<file path="config.mk">
export PLATFORM = sky130hd
export DESIGN_NAME = pcpi_mul_sched
export DESIGN_NICKNAME = d
export VERILOG_FILES = /design/src/rtl/pcpi_mul_sched.sv
export SDC_FILE = /design/constraint.sdc
export NUM_CORES = 1
export LEC_CHECK = 0
export CAP_MARGIN = 40
export CORE_AREA = 2 2 212 214
export CTS_CLUSTER_SIZE = 16
export DETAILED_ROUTE_END_ITERATION = 12
export DIE_AREA = 0 0 214 216
export DONT_BUFFER_PORTS = 1
export GPL_ROUTABILITY_DRIVEN = 0
export PLACE_DENSITY_LB_ADDON = 0.15
export SYNTH_ARGS = -nofsm -noshare
export SYNTH_HDL_FRONTEND = slang
export SYNTH_SLANG_ARGS = --single-unit
</file>
<file path="constraint.sdc">
create_clock -name clk -period 4.9 [get_ports clk]
set_input_delay 0.98 -clock clk [delete_from_list [all_inputs] [get_ports clk]]
set_output_delay 0.98 -clock clk [all_outputs]
set_load 0.01 [all_outputs]
</file>
<file path="src/rtl/pcpi_mul_sched.sv">
// Round-robin arbiter sharing one multi-cycle multiplier core among N_REQ PCPI ports.
// Claims custom-0 multiply insns, sequences the core and returns the result to the winner.
//
// state | meaning
// IDLE  | no owner; arbitrate among matching requesters from rr_ptr
// ISSUE | one-cycle start pulse to the core with latched operands
// WAIT  | core busy for the owner; watch done, owner drop and timeout
// RESP  | one-cycle ready/wr pulse with the captured result
// DRAIN | owner withdrew; swallow the core's pending done
module pcpi_mul_sched #(
    parameter int         N_REQ   = 4,
    parameter int         XLEN    = 32,
    parameter logic [6:0] OPCODE  = 7'b0001011,
    parameter int         TIMEOUT = 64
) (
    input  logic                  clk,
    input  logic                  rst,
    input  logic [N_REQ-1:0]      pcpi_valid,
    input  logic [N_REQ*32-1:0]   pcpi_insn,
    input  logic [N_REQ*XLEN-1:0] pcpi_rs1,
    input  logic [N_REQ*XLEN-1:0] pcpi_rs2,
    output logic [N_REQ-1:0]      pcpi_wait,
    output logic [N_REQ-1:0]      pcpi_ready,
    output logic [N_REQ-1:0]      pcpi_wr,
    output logic [XLEN-1:0]       pcpi_rd,
    output logic                  mul_start,
    output logic [XLEN-1:0]       mul_a,
    output logic [XLEN-1:0]       mul_b,
    output logic [1:0]            mul_variant,
    output logic [1:0]            mul_func3,
    input  logic                  mul_done,
    input  logic [XLEN-1:0]       mul_result,
    output logic [2:0]            grant_id,
    output logic                  busy,
    output logic                  timeout_err
);

    localparam int CNT_W = $clog2(TIMEOUT);

    localparam logic [2:0] S_IDLE  = 3'd0;
    localparam logic [2:0] S_ISSUE = 3'd1;
    localparam logic [2:0] S_WAIT  = 3'd2;
    localparam logic [2:0] S_RESP  = 3'd3;
    localparam logic [2:0] S_DRAIN = 3'd4;

    logic [2:0]       state, state_nxt;
    logic [2:0]       rr_ptr;
    logic [CNT_W-1:0] wait_cnt;
    logic [XLEN-1:0]  result_q;

    logic [N_REQ-1:0] match;
    logic [N_REQ-1:0] grant_oh;
    logic [N_REQ-1:0] wait_nxt;
    logic [7:0]       match_ext;
    logic [7:0]       valid_ext;
    logic             grant_valid;

    logic             pick_found;
    logic [2:0]       pick_id;
    logic [3:0]       scan_idx;
    logic [XLEN-1:0]  pick_rs1, pick_rs2;
    logic [1:0]       pick_var, pick_f3;
    logic             insn_unused;

    assign insn_unused = ^pcpi_insn;

    always_comb begin
        match = '0;
        for (int i = 0; i < N_REQ; i++) begin
            match[i] = pcpi_valid[i]
                     && (pcpi_insn[32*i +: 7] == OPCODE)
                     && (pcpi_insn[32*i+27 +: 5] == 5'd0)
                     && !pcpi_insn[32*i+14];
        end
    end

    assign match_ext   = 8'(match);
    assign valid_ext   = 8'(pcpi_valid);
    assign grant_valid = valid_ext[grant_id];

    // Scan downwards so the lowest offset from rr_ptr is the last (winning) write.
    always_comb begin
        pick_found = 1'b0;
        pick_id    = '0;
        scan_idx   = '0;
        for (int k = N_REQ - 1; k >= 0; k--) begin
            scan_idx = {1'b0, rr_ptr} + 4'(k);
            if (scan_idx >= 4'(N_REQ))
                scan_idx = scan_idx - 4'(N_REQ);
            if (match_ext[scan_idx[2:0]]) begin
                pick_found = 1'b1;
                pick_id    = scan_idx[2:0];
            end
        end
    end

    always_comb begin
        pick_rs1 = '0;
        pick_rs2 = '0;
        pick_var = '0;
        pick_f3  = '0;
        grant_oh = '0;
        for (int i = 0; i < N_REQ; i++) begin
            if (pick_id == 3'(i)) begin
                pick_rs1 = pcpi_rs1[XLEN*i +: XLEN];
                pick_rs2 = pcpi_rs2[XLEN*i +: XLEN];
                pick_var = pcpi_insn[32*i+25 +: 2];
                pick_f3  = pcpi_insn[32*i+12 +: 2];
            end
            grant_oh[i] = (grant_id == 3'(i));
        end
    end

    // A done coinciding with the owner's drop means the core is already idle.
    always_comb begin
        state_nxt = state;
        case (state)
            S_IDLE:  if (pick_found) state_nxt = S_ISSUE;
            S_ISSUE: state_nxt = grant_valid ? S_WAIT : S_DRAIN;
            S_WAIT: begin
                if (!grant_valid)
                    state_nxt = mul_done ? S_IDLE : S_DRAIN;
                else if (mul_done)
                    state_nxt = S_RESP;
                else if (wait_cnt == '0)
                    state_nxt = S_IDLE;
            end
            S_RESP:  state_nxt = S_IDLE;
            S_DRAIN: if (mul_done) state_nxt = S_IDLE;
            default: state_nxt = S_IDLE;
        endcase
    end

    assign wait_nxt = match & ~(grant_oh & {N_REQ{(state == S_RESP) || (state_nxt == S_RESP)}});

    always_ff @(posedge clk) begin
        if (rst) begin
            state       <= S_IDLE;
            rr_ptr      <= '0;
            grant_id    <= '0;
            mul_a       <= '0;
            mul_b       <= '0;
            mul_variant <= '0;
            mul_func3   <= '0;
            wait_cnt    <= '0;
            result_q    <= '0;
            timeout_err <= 1'b0;
            pcpi_wait   <= '0;
        end else begin
            state     <= state_nxt;
            pcpi_wait <= wait_nxt;
            case (state)
                S_IDLE: begin
                    if (pick_found) begin
                        grant_id    <= pick_id;
                        mul_a       <= pick_rs1;
                        mul_b       <= pick_rs2;
                        mul_variant <= pick_var;
                        mul_func3   <= pick_f3;
                    end
                end
                S_ISSUE: wait_cnt <= CNT_W'(TIMEOUT - 1);
                S_WAIT: begin
                    if (grant_valid && mul_done)
                        result_q <= mul_result;
                    else if (grant_valid && (wait_cnt == '0))
                        timeout_err <= 1'b1;
                    if (wait_cnt != '0)
                        wait_cnt <= wait_cnt - CNT_W'(1);
                end
                S_RESP: rr_ptr <= (grant_id == 3'(N_REQ - 1)) ? 3'd0 : grant_id + 3'd1;
                default: ;
            endcase
        end
    end

    assign pcpi_ready = (state == S_RESP) ? grant_oh : '0;
    assign pcpi_wr    = pcpi_ready;
    assign pcpi_rd    = (state == S_RESP) ? result_q : '0;
    assign mul_start  = (state == S_ISSUE);
    assign busy       = (state != S_IDLE);

endmodule

</file>
### Word-level counts from Yosys, hierarchy flattened

Index checks and enable logic that the tools add are counted.

| cells by class | value |
|---|---|
| reduce and logical (&&, ||, !) cells | 34 |
| equal/unequal tests | 16 |
| $lt $le $gt $ge | 9 |
| multipliers | 0 |
| add/sub/neg operators | 9 |
| muxes and demuxes | 51 |
| bitwise gates (word level) | 4 |
| shift-type cells | 0 |
| div/mod/pow operators | 0 |

Operator list:

| operator | number |
|---|---|
| 32-bit two-way mux | 9 |
| 3-bit two-way mux | 16 |
| 7-bit by 4-bit equality test with 1-bit output (second input constant) | 4 |
| 3-bit by 2-bit equality test with 1-bit output (second input constant) | 7 |
| 5-bit logical NOT | 4 |
| 3-bit by 4-bit less-than comparator with 1-bit output (second input constant) | 5 |
| 2-bit two-way mux | 8 |
| 1-bit binary-select mux with 3-bit select | 5 |
| 1-bit logical AND | 14 |
| 4-bit by 3-bit >= comparator with 1-bit output (second input constant) | 3 |
| 3-bit case mux with 4 select lines | 1 |
| 6-bit case mux with 2 select lines | 1 |
| 3-bit subtractor (second input constant) | 4 |
| 3-bit by 1-bit equality test with 1-bit output (second input constant) | 3 |
| 3-bit logical NOT | 3 |
| 1-bit two-way mux | 9 |
| 3-bit by 2-bit adder with 4-bit output (second input constant) | 2 |
| 4-bit AND | 2 |
| 6-bit logical NOT | 1 |
| 6-bit two-way mux | 1 |
| 2-bit AND reduction | 3 |
| 6-bit nonzero test | 1 |
| 6-bit by 1-bit subtractor with 6-bit output (second input constant) | 1 |
| 3-bit by 1-bit adder with 4-bit output (second input constant) | 1 |
| 12 further kinds | 15 |

| storage, ports and cells | value |
|---|---|
| memories kept | 0 |
| bits in read-only memories | 0 |
| bits in latches | 0 |
| flip-flop bits (word level) | 120 |
| RAM bits | 0 |
| bits of input ports | 423 |
| word-level logic and storage cells | 134 |

### Longest topological paths before layout

| depth | value |
|---|---|
| depth after elaboration | 17 |
| gate-level depth with buffers | 16 |

### Worst setup path after synthesis

No wires, ideal clock.

| timing path | value |
|---|---|
| path kind | in2reg |
| start | in pcpi_insn[4] |
| end | reg mul_a[21] |
| data arrival time | 3.003 ns |
| cell stages on the path | 12 |
| library setup time | 0.127 ns |
| required time | 4.773 ns |
| setup slack | 1.770 ns |
| cells stage by stage | nor4b_2 -> nand4_2 -> mux4_2 -> o21ai_1 -> nand2_1 -> buf_6 -> and2_1 -> buf_6 -> buf_6 -> buf_6 -> mux2i_1 -> o211ai_1 |

| between the ends | value |
|---|---|
| cells in the longest elaborated chain, start to end | 15 |
| elaborated cells on any way between the ends | 29 |
| those cells by class | 4 x eq/ne; 20 x mux; 5 x reduce/logical |

RTL lines:

| element | line | text |
|---|---|---|
| start: declaration | 19 | `input logic [N_REQ*32-1:0] pcpi_insn,` |
| 7-bit by 4-bit equality test with 1-bit output * | 71 | `&& (pcpi_insn[32*i +: 7] == OPCODE)` |
| 1-bit logical AND * | 71 |  |
| 1-bit logical AND * | 72 | `&& (pcpi_insn[32*i+27 +: 5] == 5'd0)` |
| 1-bit logical AND * | 73 | `&& !pcpi_insn[32*i+14];` |
| 1-bit binary-select mux with 3-bit select | 90 | `if (match_ext[scan_idx[2:0]]) begin` |
| 1-bit two-way mux (not written as such) | 90 |  |
| 3-bit two-way mux (4 in series) | 90 |  |
| 3-bit logical NOT | 104 | `if (pick_id == 3'(i)) begin` |
| 32-bit two-way mux (4 in series) | 104 |  |
| end signal: assignment | 156 | `mul_a <= pick_rs1;` |
| end: declaration | 27 | `output logic [XLEN-1:0] mul_a,` |

Mark *: on every way between the ends. The rest lies on a longest branch, timed or not. The select of a mux whose other input is x is not followed.
A chain may end at the register's enable or synchronous reset.

### Worst setup path in the final report

| timing path | value |
|---|---|
| start | in pcpi_insn[123] |
| end | reg mul_a[31] |

| between the ends | value |
|---|---|
| cells in the longest elaborated chain, start to end | 14 |
| elaborated cells on any way between the ends | 28 |
| those cells by class | 3 x eq/ne; 20 x mux; 5 x reduce/logical |

RTL lines:

| element | line |
|---|---|
| 5-bit logical NOT * | 72 |
| 1-bit logical AND * | 72 |
| 1-bit logical AND * | 73 |
| 1-bit binary-select mux with 3-bit select | 90 |
| 1-bit two-way mux (not written as such) | 90 |
| 3-bit two-way mux (4 in series) | 90 |
| 3-bit logical NOT | 104 |
| 32-bit two-way mux (4 in series) | 104 |

Marks and branches as above.

==> impl_metrics.tcl <==
set metrics [dict create \
    avgViaCountPerCell 4.48 \
    cts_sinks 120 \
    drt_iter0_markers 287 \
    reg2reg_to "mul_a[17]" \
    tritoncts "built" \
    grtUsageTotal_pct 12.8 \
    ir_drop_uv 274 \
    power_per_cell_area_mw_per_mm2 286 \
    grt_setup_unrepaired "no" \
    timing.critical_path.fanout_max 41 \
    instance_area_at_placement_mm2 0.00788 \
    hp-class "flip-flop to flip-flop" \
    synth.avg_cell_area_um2 8.08 \
    top_level_ports 541 \
    most-common-layout-cells "sky130_fd_sc_hd__nand2_1, sky130_fd_sc_hd__dfxtp_1, sky130_fd_sc_hd__and3_1" \
    dp.final_hpwl_um 22100 \
    number_of_distinct_library_cells_after_synthesis 58 \
    setup_viol_count_final 0 \
    layout_commonest_cell "sky130_fd_sc_hd__nand2_1" \
    drc_errors 0 \
    totalNegativeSetupSlack_ns 0 \
    worst_skew_pair.late_latency_ns 0.48 \
    hold_path_depth 2 \
    timing.final.crit_period_ns 3.57 \
    finalCritPeriodShare_pct 72.9 \
    cts-root-buf "sky130_fd_sc_hd__clkbuf_16" \
    drtPass1Iterations 4 \
    row_count 77 \
    synth-seq-cells 120 \
    combined_area_of_all_synthesized_cells_mm2 0.00734 \
    max_clock_freq_mhz 280 \
    clk_path_buf_depth 2 \
    initial_core_util_pct 16.7 \
    die-width_um 214 \
    grt_pass1_vias 6609 \
    vias 6596 \
    antenna_violations_before_repair 16 \
    cts.repair.resized 0 \
    synthFlopType "sky130_fd_sc_hd__dfxtp_1" \
    gate_count_post_synth 909 \
    fillerInstances 4926 \
    clkTransAtPathRegs_ns 0.06 \
    postSynthNetCount 1339 \
    r2r_cells 11 \
    relSlewSlack_pct 53.2 \
    global_route_wire_length_before_repair_um 43400 \
    synthArstFlopShare_pct 0 \
    ant_nets 0 \
    place.port_buffers 0 \
    design_area_mm2 0.00854 \
    dieHeight_um 216 \
    worst_r2r_startpoint "rr_ptr[1]" \
    wl_per_cell_um 20.3 \
    numCtsBuffers 17 \
    routed_wl_um 29900 \
    setup.worst_path.start_class "primary input" \
    final.setup.worst_slack_ns 1.33 \
    post_place_worst_slack_ns 0.750 \
    worst_ep_required_time_ns 5.29 \
    yosys_warnings 0 \
    timing_hold_violations_final 0 \
    number_of_flops_mapped_to_enable_cells_by_yosys 0 \
    crit_path_end_kind "flip-flop" \
    areaGrowthSynthToFinish_pct 16.3 \
    hold_start "result_q[27]" \
    ctsHoldBuffers 0 \
    max_cap_viol_count 0 \
    worstPathArrival_ns 3.97 \
    ctsHtreeMaxLevel 4 \
    min_to "result_q[27]" \
    grt_remaining_overflow 0 \
    rrSetupSlack_ns 1.36 \
    outcome "complete, no violations" \
    floorplan.die_area_mm2 0.0462 \
    post_route_cells_drive_above_1_share_pct 8.96 \
    worst_slew_pin_slew_ns 0.696 \
    final-max-slew-violation-count 0 \
    ys_seq_area_share_pct 32.7 \
    leakage_nw 2.89 \
    cts_post_setup_buffers_inserted 0 \
    timing_worst_setup_path_type "primary input to flip-flop" \
    coreArea_mm2 0.0438 \
    fin_worst_skew_ns 0.0138 \
    maximum_number_of_pins_on_one_net_before_global_route_repair 137 \
    nets 1288 \
]
per-layer routing:
metal	wire length, um	track usage, %
met3	2530	5.55
met5	17	0
met4	774	5.20
met1	12100	14.2
met2	14500	21.4
synth_stat cells, types with 4 or more instances:
master / count / share of area, %
sky130_fd_sc_hd__nand2_1: 147 / 7.5
sky130_fd_sc_hd__dfxtp_1: 120 / 33
sky130_fd_sc_hd__and3_1: 72 / 6.1
sky130_fd_sc_hd__a21boi_0: 68 / 7.0
sky130_fd_sc_hd__mux2i_1: 68 / 9.3
sky130_fd_sc_hd__o211ai_1: 58 / 5.9
sky130_fd_sc_hd__clkbuf_1: 55 / 2.8
sky130_fd_sc_hd__a21oi_1: 44 / 3.0
sky130_fd_sc_hd__o21ai_1: 42 / 2.9
sky130_fd_sc_hd__o21ai_0: 35 / 2.4
sky130_fd_sc_hd__and2_1: 34 / 2.9
sky130_fd_sc_hd__nor2_1: 25 / 1.3
sky130_fd_sc_hd__buf_2: 17 / 1.2
sky130_fd_sc_hd__nor3_1: 14 / 0.95
sky130_fd_sc_hd__o211ai_2: 11 / 1.9
sky130_fd_sc_hd__inv_1: 10 / 0.51
sky130_fd_sc_hd__buf_6: 9 / 1.4
sky130_fd_sc_hd__ha_1: 7 / 1.2
sky130_fd_sc_hd__nor2b_1: 5 / 0.43
sky130_fd_sc_hd__a211oi_1: 4 / 0.41
sky130_fd_sc_hd__and4b_1: 4 / 0.55
sky130_fd_sc_hd__buf_4: 4 / 0.41
sky130_fd_sc_hd__nand3_1: 4 / 0.27
cells by family after synthesis:
kind of cell / after synthesis / synth area share [%]
adder cells (fa/ha/maj): 8 / 1.33
multiplexers: 70 / 9.88
AO/OA/AOI/OAI: 279 / 25.6
AND/OR/NAND/NOR: 332 / 23.7
flip-flops: 120 / 32.7
XOR/XNOR: 4 / 0.477
buffers and inverters: 96 / 6.32
sequential cells by signal, summed over array words and instances (netlist names):
| name | cells |
|---|---|
| result_q | 32 |
| grant_id | 3 |
| mul_b | 32 |
| state | 3 |
| mul_variant | 2 |
| pcpi_wait | 4 |
| rr_ptr | 3 |
| mul_a | 32 |
| mul_func3 | 2 |
| wait_cnt | 6 |
| timeout_err | 1 |
worst max path at each step:
stage | startpoint | end | slack (ns) | depth (start not counted)
after floorplan | pcpi_insn[4] | mul_a[21] | 1.77 | 12
after global placement | pcpi_insn[123] | mul_b[2] | 0.77 | 8
after detailed placement | pcpi_insn[68] | mul_b[2] | 0.75 | 8
after CTS | rr_ptr[1] | mul_a[17] | 1.31 | 11
after global routing | rr_ptr[1] | mul_a[17] | 1.02 | 11
final | pcpi_insn[123] | mul_a[31] | 1.33 | 8
where the power goes:
part,total [W],internal [W],switching [W]
clock,0.00140,0.000886,0.000512
combinational,0.0000709,0.0000331,0.0000377
sequential,0.000976,0.000976,0.000000190
total,0.00244,0.00190,0.000550
metrics by stage:
stage               hold slack (ns)  power (W)  instances  util (%)
CTS                           0.445    0.00250       1463      19.4
detailed placement            0.437    0.00107       1431      18.0
global placement              0.432    0.00107       1430      17.9
floorplan                     0.432    0.00106        909         -
global route                  0.459    0.00254       1469      19.5
finish                        0.442    0.00244       1471      19.5
critical path: stages:
cell and delay (ns):
sky130_fd_sc_hd__nor4_1 0.33, sky130_fd_sc_hd__nand4_1 0.36, sky130_fd_sc_hd__mux4_2 0.58, sky130_fd_sc_hd__and3_4 0.20, sky130_fd_sc_hd__a31oi_4 0.37, sky130_fd_sc_hd__nand3_4 0.51
sky130_fd_sc_hd__buf_12 0.39, sky130_fd_sc_hd__o211ai_1 0.21
area by class of cell:
cell class                      count  area (um2)  share of cell area (%)
Inverter                           11        41.3                   0.483
Sequential cell                   120        2400                    28.1
Tap cell                          592         741                    8.67
Clock inverter                     12         173                    2.02
Multi-Input combinational cell    693        4510                    52.8
Timing Repair Buffer               15         188                    2.20
Antenna cell                        8        20.0                   0.234
Clock buffer                       20         467                    5.46
No activity file was read; power rests on OpenSTA's default activity.
